File: src/rtl/logic_probe_pkg.sv
// Shared types for the logic probe front end: sample classes, edge history, window default.
// Pure declarations; no logic, no latency.
package logic_probe_pkg;

  typedef enum logic [1:0] {
    LVL_FLOAT   = 2'b00,
    LVL_LOW     = 2'b01,
    LVL_HIGH    = 2'b10,
    LVL_INVALID = 2'b11
  } level_t;

  // Most recent solid logic level; FLOAT/INVALID samples never overwrite it.
  typedef enum logic [1:0] {
    LAST_NONE = 2'b00,
    LAST_LOW  = 2'b01,
    LAST_HIGH = 2'b10
  } last_logic_t;

  // 100 ms gate window at 129.6 MHz.
  localparam int unsigned DEFAULT_WINDOW_CYCLES = 32'd12960000;

endpackage

File: src/rtl/probe_sync2.sv
// Two-flop synchronizer for one asynchronous comparator output.
// Latency 2 cycles; no backpressure, samples every cycle.
// Both flops clear on synchronous active-low reset.
module probe_sync2 (
  input  logic clk,
  input  logic nreset,
  input  logic async_in,
  output logic sync_out
);

  logic meta_q;

  always_ff @(posedge clk) begin
    if (!nreset) begin
      meta_q   <= 1'b0;
      sync_out <= 1'b0;
    end else begin
      meta_q   <= async_in;
      sync_out <= meta_q;
    end
  end

endmodule

File: src/rtl/logic_probe_sampler.sv
// Logic probe sampler: classifies comparator pair per cycle, accumulates class/edge counts per gate window.
// Latency: pin change classified 3 cycles later; results load on the window's last counted cycle.
// Backpressure: none on input; unacked result is overwritten at the next window end and flagged by overrun.
module logic_probe_sampler
  import logic_probe_pkg::*;
#(
  parameter int unsigned WINDOW_CYCLES = DEFAULT_WINDOW_CYCLES,
  parameter int unsigned COUNT_BITS    = 24,
  parameter int unsigned WINDOW_BITS   = 24
) (
  input  logic                  clk,
  input  logic                  nreset,
  input  logic                  comp_out_hi,
  input  logic                  comp_out_lo,
  input  logic                  enable,
  input  logic                  result_ack,
  output logic                  result_valid,
  output logic [COUNT_BITS-1:0] high_count,
  output logic [COUNT_BITS-1:0] low_count,
  output logic [COUNT_BITS-1:0] float_count,
  output logic [COUNT_BITS-1:0] invalid_count,
  output logic [COUNT_BITS-1:0] rise_count,
  output logic [COUNT_BITS-1:0] fall_count,
  output logic                  overrun
);

  logic                   hi_sync;
  logic                   lo_sync;
  level_t                 level_q;
  last_logic_t            last_q;
  logic [WINDOW_BITS-1:0] win_cnt;

  logic [COUNT_BITS-1:0]  high_acc, low_acc, float_acc, invalid_acc, rise_acc, fall_acc;
  logic [COUNT_BITS-1:0]  high_nxt, low_nxt, float_nxt, invalid_nxt, rise_nxt, fall_nxt;

  logic is_high, is_low, is_float, is_invalid;
  logic rise_evt, fall_evt;
  logic win_last, win_end;

  function automatic logic [COUNT_BITS-1:0] sat_inc(input logic [COUNT_BITS-1:0] v,
                                                    input logic inc);
    if (inc && (v != {COUNT_BITS{1'b1}}))
      return v + COUNT_BITS'(1);
    return v;
  endfunction

  probe_sync2 u_sync_hi (.clk(clk), .nreset(nreset), .async_in(comp_out_hi), .sync_out(hi_sync));
  probe_sync2 u_sync_lo (.clk(clk), .nreset(nreset), .async_in(comp_out_lo), .sync_out(lo_sync));

  always_ff @(posedge clk) begin
    if (!nreset) level_q <= LVL_FLOAT;
    else         level_q <= level_t'({hi_sync, lo_sync});
  end

  always_comb begin
    is_high    = (level_q == LVL_HIGH);
    is_low     = (level_q == LVL_LOW);
    is_float   = (level_q == LVL_FLOAT);
    is_invalid = (level_q == LVL_INVALID);
    rise_evt   = is_high && (last_q == LAST_LOW);
    fall_evt   = is_low  && (last_q == LAST_HIGH);

    high_nxt    = sat_inc(high_acc,    is_high);
    low_nxt     = sat_inc(low_acc,     is_low);
    float_nxt   = sat_inc(float_acc,   is_float);
    invalid_nxt = sat_inc(invalid_acc, is_invalid);
    rise_nxt    = sat_inc(rise_acc,    rise_evt);
    fall_nxt    = sat_inc(fall_acc,    fall_evt);

    win_last = (win_cnt == WINDOW_BITS'(WINDOW_CYCLES - 1));
    win_end  = enable && win_last;
  end

  // Disabled or reset: discard partial window and forget edge history.
  always_ff @(posedge clk) begin
    if (!nreset || !enable) begin
      high_acc    <= '0;
      low_acc     <= '0;
      float_acc   <= '0;
      invalid_acc <= '0;
      rise_acc    <= '0;
      fall_acc    <= '0;
      win_cnt     <= '0;
      last_q      <= LAST_NONE;
    end else begin
      if (is_high)     last_q <= LAST_HIGH;
      else if (is_low) last_q <= LAST_LOW;

      if (win_last) begin
        high_acc    <= '0;
        low_acc     <= '0;
        float_acc   <= '0;
        invalid_acc <= '0;
        rise_acc    <= '0;
        fall_acc    <= '0;
        win_cnt     <= '0;
      end else begin
        high_acc    <= high_nxt;
        low_acc     <= low_nxt;
        float_acc   <= float_nxt;
        invalid_acc <= invalid_nxt;
        rise_acc    <= rise_nxt;
        fall_acc    <= fall_nxt;
        win_cnt     <= win_cnt + WINDOW_BITS'(1);
      end
    end
  end

  // A window end always wins over an ack; same-cycle ack only suppresses overrun.
  always_ff @(posedge clk) begin
    if (!nreset) begin
      result_valid  <= 1'b0;
      overrun       <= 1'b0;
      high_count    <= '0;
      low_count     <= '0;
      float_count   <= '0;
      invalid_count <= '0;
      rise_count    <= '0;
      fall_count    <= '0;
    end else if (win_end) begin
      result_valid  <= 1'b1;
      overrun       <= result_valid && !result_ack;
      high_count    <= high_nxt;
      low_count     <= low_nxt;
      float_count   <= float_nxt;
      invalid_count <= invalid_nxt;
      rise_count    <= rise_nxt;
      fall_count    <= fall_nxt;
    end else if (result_valid && result_ack) begin
      result_valid  <= 1'b0;
      overrun       <= 1'b0;
    end
  end

endmodule

File: config.mk
export PLATFORM = sky130hd
export DESIGN_NAME = logic_probe_sampler
export DESIGN_NICKNAME = d
export VERILOG_FILES = /design/src/rtl/logic_probe_pkg.sv /design/src/rtl/probe_sync2.sv /design/src/rtl/logic_probe_sampler.sv
export SDC_FILE = /design/constraint.sdc
export NUM_CORES = 1
export LEC_CHECK = 0
export ABC_AREA = 1
export BUFFER_PORTS_ARGS = -buffer_cell sky130_fd_sc_hd__buf_2
export CORE_ASPECT_RATIO = 1.1
export CORE_MARGIN = 2
export CORE_UTILIZATION = 62
export CTS_BUF_LIST = sky130_fd_sc_hd__clkbuf_4 sky130_fd_sc_hd__clkbuf_8
export DETAILED_ROUTE_END_ITERATION = 8
export GPL_TIMING_DRIVEN = 0
export PLACE_DENSITY = 0.8
export SLEW_MARGIN = 15
export SYNTH_ARGS = -nofsm -noshare
export SYNTH_HDL_FRONTEND = slang
export SYNTH_SLANG_ARGS = --single-unit
export TNS_END_PERCENT = 20
File: constraint.sdc
create_clock -name clk -period 2.4 [get_ports clk]
set_input_delay 0.12 -clock clk [delete_from_list [all_inputs] [get_ports clk]]
set_output_delay 0.12 -clock clk [all_outputs]
set_load 0.02 [all_outputs]
# After elaboration in Yosys (flattened, before gate mapping)
# Cells that the tools add are included.
dict set report totals {
  regBits 322
  in_bits 6
  output_inout_bits 146
  wordCells 84
}
dict set report classes {
  n_addsub 7
  n_eq_ne 12
  muxes 23
  reduce_logical 20
}
# cell n
set op_table {}
lappend op_table {{$mux W24} 12}
lappend op_table {{$add A24 B1 Y24 const B} 7}
lappend op_table {{$ne A24 B24 Y1 const B} 6}
lappend op_table {{$eq A24 B24 Y1 const B} 1}
lappend op_table {{$logic_and A1 B1 Y1} 11}
lappend op_table {{$mux W1} 9}
lappend op_table {{$eq A2 B2 Y1 const B} 3}
lappend op_table {{$eq A2 B1 Y1 const B} 2}
lappend op_table {{$mux W2} 2}
lappend op_table {{$reduce_bool A2 Y1} 2}
lappend op_table {{$reduce_or A2 Y1} 2}
lappend op_table {{$logic_not A1 Y1} 3}
lappend op_table {{$logic_not A2 Y1} 1}
lappend op_table {{$logic_or A1 B1 Y1} 1}

# Logic depth before layout (Yosys ltp)
# Gate-level depths: netlist of run 1.
dict set report depth {
  word_depth 5
  ltp_mapped 14
  depth_no_buf 13
}

# By module
# A second synthesis of run 1 with hierarchy kept.
dict set report hier_totals {
  hier_cells 2512
  hier_area_um2 16141.7
}
# module instances cells_each area_per_inst_um2 seq_area_each_um2
set modules_own_cells {}
lappend modules_own_cells {logic_probe_sampler 1 2500 16031.6 6366.1}
lappend modules_own_cells {probe_sync2 2 6 55.1 40.0}

# Worst setup path before layout of run 1
# No wires, ideal clock.
dict set report synth_timing {
  path_type {flip-flop to flip-flop}
  start {register win_cnt[0]}
  end {register invalid_count[10]}
  setup_ns 0.109
  arrival_time_ns 1.669
  required_time_ns 2.291
  path_slack_ns 0.622
  path_stages_with_launch 14
  n_path_buf 3
  synth_period_minus_slack_ns 1.778
  path_cell_list {dfxtp_1 ha_1 nand2_1 nor2_2 nand2_1 inv_2 nand3_2 nor2_2 buf_4 buf_8 buf_6 nand3_1 nand2_1 inv_1}
}
dict set report synth_via {
  elab_chain_len 2
}
# item line
set synth_rtl {}
lappend synth_rtl {{start, declared} logic_probe_sampler.sv:31} ;# logic [WINDOW_BITS-1:0] win_cnt;
lappend synth_rtl {{start signal, assigned} logic_probe_sampler.sv:104} ;# win_cnt <= win_cnt + WINDOW_BITS'(1);
lappend synth_rtl {{$eq A24 B24 Y1} logic_probe_sampler.sv:70} ;# win_last = (win_cnt == WINDOW_BITS'(WINDOW_CYCLES - 1));
lappend synth_rtl {{$logic_and A1 B1 Y1} logic_probe_sampler.sv:71} ;# win_end = enable && win_last;
lappend synth_rtl {{end signal, assigned} logic_probe_sampler.sv:126} ;# invalid_count <= invalid_nxt;
lappend synth_rtl {{end, declared} logic_probe_sampler.sv:21} ;# output logic [COUNT_BITS-1:0] invalid_count,
# Every way passes these cells.
# A chain may end at the register's enable or synchronous reset.

# Final worst setup path of run 1
dict set report layout_timing {
  start {register win_cnt[0]}
  end {register float_count[4]}
}
dict set report layout_via {
  elab_chain_len 2
}
# item line
set layout_rtl {}
lappend layout_rtl {{$eq A24 B24 Y1} logic_probe_sampler.sv:70}
lappend layout_rtl {{$logic_and A1 B1 Y1} logic_probe_sampler.sv:71}
lappend layout_rtl {{end signal, assigned} logic_probe_sampler.sv:125} ;# float_count <= float_nxt;
lappend layout_rtl {{end, declared} logic_probe_sampler.sv:20} ;# output logic [COUNT_BITS-1:0] float_count,
# Every way passes these cells.

==> flow_summary.toml, run 1 <==
[status]
status = "finished clean"

[synthesis]
ys_seq_elements = 322
synthMostInstantiatedCell = "nand2_1"
synth_xor_area_share_pct = 3.59
netlist_instances = 2499
ys_warn_count = 0
post-synth-top-area-cell = "dfxtp_1"
mappedNetlistNets = 2516
yosys-mux-area-fraction_pct = 0
synthArstFlopShare_pct = 0
yosys.area.top_type_share_pct = 40.1
dominantRegCellSynth = "dfxtp_1"
per_instance_average_area_after_synthesis_um2 = 6.44
yosys.area_share.simple_pct = 39.4
synth-edff-count = 0
ys_types = 31
seq_area_frac_synth_pct = 40.1
synth-compound-area-share_pct = 6.22
synth-adder-area-share_pct = 0.856
post_synth_most_frequent_cells = "nand2_1 (682), nor2_1 (495), dfxtp_1 (322), inv_1 (284), nand3_1 (235)"
ys_top_cells_by_area = "dfxtp_1 (40%), nand2_1 (16%), nor2_1 (12%), nand3_1 (7.3%), inv_1 (6.6%)"
synth_top_family_by_area = "simple AND/OR/NAND/NOR gates"
mappedNetlistArea_um2 = 16100

[power_and_ir_drop]
power.density_nw_per_um2 = 586
p_int_w = 0.00848
worst_vdd_drop_v = 0.000578
total_chip_power_w = 0.0109
net-switching-power_w = 0.00240
p_seq_share_pct = 49.3
clockPowerShare_pct = 48.9
comb_power_share_pct = 1.8
power.share.switching_pct = 22.1
total_leakage_power_nw = 7.89

[finish]
nNetsFinal = 2728
layout.filler_cells = 2209
layout-area-overhead-vs-synth_pct = 15.4
antennaDiodeCount = 0
multi_input_area_um2 = 8070
seq_area_um2 = 6450
layout_cells_sized_above_1_pct = 12.2

[sta]
timing.final.crit_period_ps = 2330
finalSetupViolations = 0
max_slew.worst_pin.slew_ps = 693
final_report_max_slew_violation_count = 0
timing.slew.headroom_pct = 53.8
timing.setup.tns_ps = 0
fmaxAchievable_ghz = 0.430
period_share_pct = 97.0
clock-skew-final_ps = 16.5
timing.final.hold_violations = 0
rsz0062_at_grt = "yes"

[detailed_routing]
number_of_vias_per_cell_after_detailed_routing = 5.34
route.met3.wl_um = 3410
wl_met2_um = 21400
maxUsedRoutingLayer = "met4"
routed_wirelength_um = 46400
drt-wirelength-per-cell_um = 15.0
number_of_drc_markers_after_the_initial_detailed_route_iteration = 1329
antenna_left = 0
routedLengthMet1_um = 20100
routed-via-count = 16500
drcViolationCount = 0
drtPass1Iterations = 6

[global_route]
first_global_vias = 15300
grt_max_degree = 14
number_of_antenna_violations_at_the_first_check_in_global_routing = 0
grt_first_pass_wirelength_um = 75100
grt.total_usage_pct = 33.8
grt_overflow = 0

[floorplanning]
start_util_pct = 63.3
placement_rows = 61
io_pins = 152
floorplan.die.width_um = 158
die-height_um = 173
standard_cell_core_area_um2 = 25400
dieArea_um2 = 27300

[worst_hold_path]
hold_path.class = "primary input to flip-flop"
number_of_cells_traversed_by_the_worst_hold_path = 4

[critical_path]
worst_setup_path_type = "flip-flop to flip-flop"
crit_buf_inv = 4
crit_path_frequent_cell = "nand2_1"
worst-endpoint-required_ps = 2900
cp_max_fo = 10
crit_path_start_kind = "flip-flop"
cp_data_arrival_time_ps = 2820
crit_path_cell_trace = "ha_2, nand2_1, nor2_4, nand2_1, inv_2, nand3_2, nor2_2, buf_4, buf_2, nand3_1, nand2_1, inv_1"
slowest_delay_ps = 360
cp_top_family = "simple AND/OR/NAND/NOR gates"
timing.critical_path.depth = 12
cp_slowest_cell = "dfxtp_1"
critical_path.endpoint_type = "flip-flop"
worst_r2r_path_depth = 12

[flow_run]
cap_violations = 0

[clocking]
cts_tree = "yes"
cts_sinks = 322
tritoncts_buffers = 52
cts.reportedPaths.clkPinSlew_ps = 60
clock_latency_ps = 600
clockBufferDepth = 3
htreeDepth = 2
root_buffer = "clkbuf_8"

[placed_design]
globalplace.congestion = 0.971
placement.io_buffers = 150
place_hpwl_um = 34100
-- kinds of logic after synthesis --
logic type	count (synthesis)
adder cells (fa/ha/maj)	11
AO/OA/AOI/OAI	198
AND/OR/NAND/NOR	1525
XOR/XNOR	66
buffers and inverters	377
flip-flops	322
-- metrics by stage --
stage	instances	hold WS (ps)	utilization, %	instance area [µm²]	setup slack (ps)
after floorplan	2499	218	-	16100	622
after global placement	2995	347	67.9	17300	8.56
after detailed placement	2995	348	67.9	17300	-3.18
after CTS	3095	272	72.9	18500	15.4
after global routing	3097	308	73.0	18600	-36.3
final	3097	310	73.0	18600	72.0
-- layout make-up --
class	instances	area share, %
clock buffers	84	5.66
flip-flops and latches	322	34.7
plain buffers	89	2.78
repair buffers	158	4.45
clock inverters	10	0.735
multi-input cells	1800	43.5
inverters	288	5.83
well taps	346	2.33
-- cell usage in the layout (no fill, tap or decap), types with 36 or more instances in the layout --
cell and instances:
o21ai_0 41, nand2_1 682, nor2_1 495, dfxtp_1 322, nand3_1 235, inv_1 284
clkbuf_8 67, a21oi_1 153, buf_2 187, xnor2_1 36, nand4_1 48
-- path summary, 6_finish.rpt --
check	from	end	slack, ps
min	comp_out_hi	u_sync_hi.meta_q$_SDFF_PN0_	310
max reg2reg	win_cnt[0]$_SDFF_PP0_	float_count[4]$_SDFFE_PN0P_	70
min reg2reg	u_sync_lo.sync_out$_SDFF_PN0_	level_q[0]$_SDFF_PN0_	410
max	win_cnt[0]$_SDFF_PP0_	float_count[4]$_SDFFE_PN0P_	70
-- power by group through the flow --
stage                     Clock (W)  Combinational [W]  Sequential (W)
after detailed placement          0           0.000183         0.00548
after floorplan                   0           0.000109         0.00548
after CTS                   0.00535           0.000192         0.00536
final                       0.00532           0.000197         0.00536
after global placement            0           0.000181         0.00548
after global routing        0.00560           0.000211         0.00536
-- metal layers --
layer | global-route usage, % | vias up
met4 | 11.3 | 0
met3 | 4.36 | 106
met1 | 45.6 | 7520
met5 | 0 | -
met2 | 55.9 | 631
li1 | - | 8267
-- timing repair --
action                                  in CTS  in global routing
endpoints found under the setup margin       5                191
buffers inserted                             0                  2
endpoints found under the hold margin       10                  0
pin swaps                                    0                  0
hold buffers                                 6                  0
gates resized for setup                      1                  7
-- worst min-delay path, cell delays in order --
cell and delay (ps):
dlygate4sd3_1 520, buf_2 130, nand2_1 60, inv_1 40
Power figures use the tool's default switching activity.
==> inputs of run 2 (changes only) <==
- PLACE_DENSITY: 0.8 -> 0.83
==> run 2 against run 1 <==
Against the previous run:
- first-iteration DRC count up 8.1%
- worst setup slack better by 5.1 ps
- critical endpoint is now float_count[9]$_SDFFE_PN0P_
- routed wire length increased by 0.60%
==> flow_summary.toml, run 2 (synthesis gave the netlist of run 1 again) <==
[status]
status = "finished clean"

[critical_path]
critical_path.endpoint_type = "flip-flop"
worst-endpoint-required_ps = 2880
worst_r2r_path_depth = 12
worst_setup_path_type = "flip-flop to flip-flop"
slowest_delay_ps = 360
crit_path_start_kind = "flip-flop"
cp_data_arrival_time_ps = 2810
crit_path_cell_trace = "ha_2, nand2_1, nor2_4, nand2_1, inv_2, nand3_2, nor2_2, buf_4, clkbuf_4, nand3_1, nand2_1, inv_1"
cp_slowest_cell = "dfxtp_1"
crit_path_frequent_cell = "nand2_1"
reg2reg_from = "win_cnt[0]$_SDFF_PP0_"
reg2reg_setup_slack_ps = 80
cp-endpoint = "float_count[9]$_SDFFE_PN0P_"
cp-startpoint = "win_cnt[0]$_SDFF_PP0_"
reg2reg_to = "float_count[9]$_SDFFE_PN0P_"
cp_max_fo = 10

[clocking]
htreeDepth = 2
tritoncts_buffers = 50
root_buffer = "clkbuf_8"
clock_latency_ps = 590
cts.reportedPaths.clkPinSlew_ps = 60
clockBufferDepth = 3
cts_tree = "yes"
cts_sinks = 322

[global_route]
grt_max_degree = 13
first_global_vias = 15200
grt_overflow = 0
grt.total_usage_pct = 33.8
grt_first_pass_wirelength_um = 74600
number_of_antenna_violations_at_the_first_check_in_global_routing = 0

[detailed_routing]
drcViolationCount = 0
routed_wirelength_um = 46700
routed-via-count = 16600
antenna_left = 0
drtPass1Iterations = 7
drt-wirelength-per-cell_um = 15.1
number_of_drc_markers_after_the_initial_detailed_route_iteration = 1437
number_of_vias_per_cell_after_detailed_routing = 5.35

[power_and_ir_drop]
total_chip_power_w = 0.0109
power.density_nw_per_um2 = 586
p_int_w = 0.00850
clockPowerShare_pct = 48.9
total_leakage_power_nw = 7.89
power.share.switching_pct = 22.0
p_seq_share_pct = 49.2
worst_vdd_drop_v = 0.000572
net-switching-power_w = 0.00239
comb_power_share_pct = 1.8

[sta]
timing.setup.tns_ps = 0
timing.final.crit_period_ps = 2320
timing.final.hold_violations = 0
period_share_pct = 96.8
final_report_max_slew_violation_count = 0
timing.slew.headroom_pct = 39.9
fmaxAchievable_ghz = 0.430
finalSetupViolations = 0
clock-skew-final_ps = 18.8
max_slew.worst_pin.slew_ps = 901

[floorplanning]
start_util_pct = 63.3
die-height_um = 173
dieArea_um2 = 27300
io_pins = 152
standard_cell_core_area_um2 = 25400
floorplan.die.width_um = 158
placement_rows = 61

[finish]
antennaDiodeCount = 0
mostFrequentLayoutCells = "nand2_1 (682), nor2_1 (495), dfxtp_1 (322)"
design_area_um2 = 18600
nNetsFinal = 2727
mostFrequentLayoutCell = "nand2_1"
layout.filler_cells = 2118
layout-area-overhead-vs-synth_pct = 15.4
layout_cells_sized_above_1_pct = 12.1

[placed_design]
placed_cell_area_um2 = 17300
globalplace.congestion = 0.971
placement.io_buffers = 150
place_hpwl_um = 34400

[worst_hold_path]
hold_path.class = "primary input to flip-flop"

[flow_run]
cap_violations = 0
[run 2: cell count changes in the layout (fill, tap and decap cells not counted), sizes merged]
| cell | before | now |
|---|---|---|
| clkbuf | 104 | 98 |
| clkinv | 4 | 8 |
| bufinv | 3 | 4 |
[run 2: metal layers]
| layer | vias to the layer above | track usage [%] | wire length [µm] |
|---|---|---|---|
| met2 | 605 | 55.4 | 21400 |
| met1 | 7554 | 44.6 | 20200 |
| met4 | 0 | 14.4 | 1850 |
| met5 | - | 0 | 0 |
| met3 | 136 | 4.64 | 3240 |
| li1 | 8260 | - | - |
[run 2: timing repair]
item / CTS / global route
buffers inserted: 0 / 3
resized for setup: 3 / 7
hold endpoints to repair: 10 / 0
pin swaps: 0 / 0
setup endpoints to repair: 44 / 137
hold buffers: 6 / 0
[run 2: worst min-delay path by stage]
stage,from,endpoint,slack [ps],depth (start not counted)
detailed placement,comp_out_hi,u_sync_hi.meta_q$_SDFF_PN0_,350,3
CTS,comp_out_hi,u_sync_hi.meta_q$_SDFF_PN0_,280,4
global route,comp_out_hi,u_sync_hi.meta_q$_SDFF_PN0_,310,4
floorplan,comp_out_hi,u_sync_hi.meta_q$_SDFF_PN0_,220,2
global placement,comp_out_hi,u_sync_hi.meta_q$_SDFF_PN0_,350,3
finish,comp_out_hi,u_sync_hi.meta_q$_SDFF_PN0_,310,4
[run 2: critical path: cells and delay by family, from the launching register on]
family | cells | cell delay [ps]
adder cells (fa/ha/maj) | 1 | 230
AND/OR/NAND/NOR | 7 | 930
flip-flops | 1 | 360
buffers and inverters | 4 | 700
[run 2: cell type report]
class / count / area, µm² / area share (%)
well taps: 346 / 433 / 2.33
repair buffers: 159 / 833 / 4.49
inverters: 288 / 1080 / 5.82
plain buffers: 89 / 526 / 2.83
clock buffers: 77 / 1000 / 5.40
flip-flops and latches: 322 / 6450 / 34.7
clock inverters: 15 / 183 / 0.984
multi-input cells: 1800 / 8060 / 43.4
[run 2: power by group through the flow]
stage / combinational [W] / clock [W] / sequential (W)
6_report: 0.000198 / 0.00533 / 0.00536
5_1_grt: 0.000210 / 0.00560 / 0.00536
4_1_cts: 0.000194 / 0.00536 / 0.00536
3_5_place_dp: 0.000184 / 0 / 0.00548
3_3_place_gp: 0.000182 / 0 / 0.00548
2_1_floorplan: 0.000109 / 0 / 0.00548
[run 2: through the flow]
stage                     setup slack (ps)  hold WS [ps]  util, %  instances
after floorplan                        622           218        -       2499
after global placement               -41.8           348     67.9       2995
after detailed placement             -58.1           350     67.9       2995
after CTS                             23.4           278     72.9       3093
after global routing                 -3.82           309     73.1       3096
final                                 77.1           308     73.1       3096
==> inputs of run 3 (changes only) <==
- CORE_UTILIZATION: 62 -> 65
- PLACE_DENSITY: 0.83 -> 0.86
- clock period: 2.4 -> 3 ns (I/O delays scaled with it)
==> run 3 against run 2 <==
Against the previous run:
- utilization grew 2.0 points
- clock power shrank 28%
- power shrank 24%
- fmax shrank 6.7%
- sequential power shrank 20%
- cell count shrank 1.5%
- first-iteration DRC count shrank 10%
- critical path depth shrank 2
- via count is essentially flat
==> flow_summary.toml, run 3 (synthesis gave the netlist of run 1 again) <==
[status]
status = "finished clean"

[floorplanning]
io_pins = 152
placement_rows = 60
standard_cell_core_area_um2 = 24400
floorplan.die.width_um = 154
die-height_um = 169
start_util_pct = 65.9
dieArea_um2 = 26000

[sta]
timing.setup.tns_ps = 0
clock-skew-final_ps = 16.2
timing.final.crit_period_ps = 2490
timing.final.hold_violations = 0
finalSetupViolations = 0
final_report_max_slew_violation_count = 0
fmaxAchievable_ghz = 0.402
max_slew.worst_pin.slew_ps = 796
timing.slew.headroom_pct = 46.9
final.setup.worst_slack_ps = 510
rsz0062_at_grt = "no"
period_share_pct = 83.0

[power_and_ir_drop]
total_leakage_power_nw = 7.81
power.density_nw_per_um2 = 452
worst_vdd_drop_v = 0.000477
total_chip_power_w = 0.00828

[placed_design]
placement.io_buffers = 150
globalplace.congestion = 0.991
dpl_worst_slack_ps = 584
placed_cell_area_um2 = 17200
place_hpwl_um = 33700

[finish]
design_area_um2 = 18300
layout_cells_sized_above_1_pct = 11.8
antennaDiodeCount = 0
mostFrequentLayoutCell = "nand2_1"
finalCoreUtilization_pct = 75.1
layout-area-overhead-vs-synth_pct = 13.9
mostFrequentLayoutCells = "nand2_1 (682), nor2_1 (495), dfxtp_1 (322)"
layout.filler_cells = 2025
nNetsFinal = 2725

[critical_path]
cp_data_arrival_time_ps = 2940
worst_setup_path_type = "flip-flop to flip-flop"
critical_path.endpoint_type = "flip-flop"
worst-endpoint-required_ps = 3450
cp_max_fo = 10
crit_path_start_kind = "flip-flop"

[detailed_routing]
antenna_left = 0
drt-wirelength-per-cell_um = 15.0
routed_wirelength_um = 45700
number_of_vias_per_cell_after_detailed_routing = 5.42
number_of_drc_markers_after_the_initial_detailed_route_iteration = 1290
routed-via-count = 16500
drcViolationCount = 0
drtPass1Iterations = 5

[clocking]
post_cts.resized_instances = 0
htreeDepth = 2
tritoncts_buffers = 51
post_cts_buffers = 0
clockBufferDepth = 3
cts_tree = "yes"
holdBufCountCts = 6
clock_latency_ps = 580
cts.reportedPaths.clkPinSlew_ps = 60
cts_sinks = 322
root_buffer = "clkbuf_8"

[global_route]
grt_overflow = 0
grt_max_degree = 13
grt_first_pass_wirelength_um = 73700
number_of_antenna_violations_at_the_first_check_in_global_routing = 0
first_global_vias = 15300
grt.total_usage_pct = 34.6

[flow_run]
cap_violations = 0

[worst_hold_path]
hold_path.class = "primary input to flip-flop"
-- run 3: cell types whose count changed in the layout (fill, tap and decap cells not counted), moves of 2 or more --
cell / previous run / this run
buf_2: 186 / 190
clkinv_2: 8 / 5
clkbuf_4: 13 / 18
clkbuf_8: 68 / 61
clkinvlp_4: 3 / 1
bufinv_16: 4 / 1
buf_4: 12 / 9
-- run 3: critical path, cell delays in order, from the launching register on --
cell     delay [ps]
dfxtp_1         350
ha_1            230
nand2_1         130
nor2_2          160
nand2_1         110
inv_2           100
nand3_2         140
nand2_1         270
buf_2           390
buf_2           380
nor2_1          100
-- run 3: path summary, 6_finish.rpt --
kind / slack (ps) / from / depth (start not counted) / end
max: 510 / win_cnt[0]$_SDFF_PP0_ / 10 / high_acc[23]$_SDFF_PP0_
min: 330 / comp_out_hi / 4 / u_sync_hi.meta_q$_SDFF_PN0_
max reg2reg: 510 / win_cnt[0]$_SDFF_PP0_ / 10 / high_acc[23]$_SDFF_PP0_
min reg2reg: 400 / u_sync_lo.meta_q$_SDFF_PN0_ / 2 / u_sync_lo.sync_out$_SDFF_PN0_
-- run 3: cell type report --
class                           instances  area [µm²]  area share (%)
Clock buffer                           79         975            5.32
Buffer                                 89         504            2.75
Timing Repair Buffer                  156         811            4.43
Multi-Input combinational cell       1800        8050            44.0
Clock inverter                          7        62.6           0.341
Inverter                              288        1080            5.90
Tap cell                              310         388            2.12
Sequential cell                       322        6450            35.2
-- run 3: metrics by stage --
stage | std cells | hold slack [ps]
finish | 3051 | 331
floorplan | 2499 | 248
global route | 3051 | 350
global placement | 2959 | 376
CTS | 3051 | 300
detailed placement | 2959 | 374
-- run 3: metal layers --
metal	track usage [%]	share of wire, %	vias up
met5	0	0	-
met4	13.5	3.2	0
met3	4.48	7.3	113
met2	59.1	46	650
met1	44.6	43	7543
li1	-	-	8235
-- run 3: power by group --
part           internal, W  switching, W  leakage (nW)
Clock              0.00213       0.00170         0.555
Combinational    0.0000309      0.000124          4.67
Sequential         0.00428    0.00000562          2.59
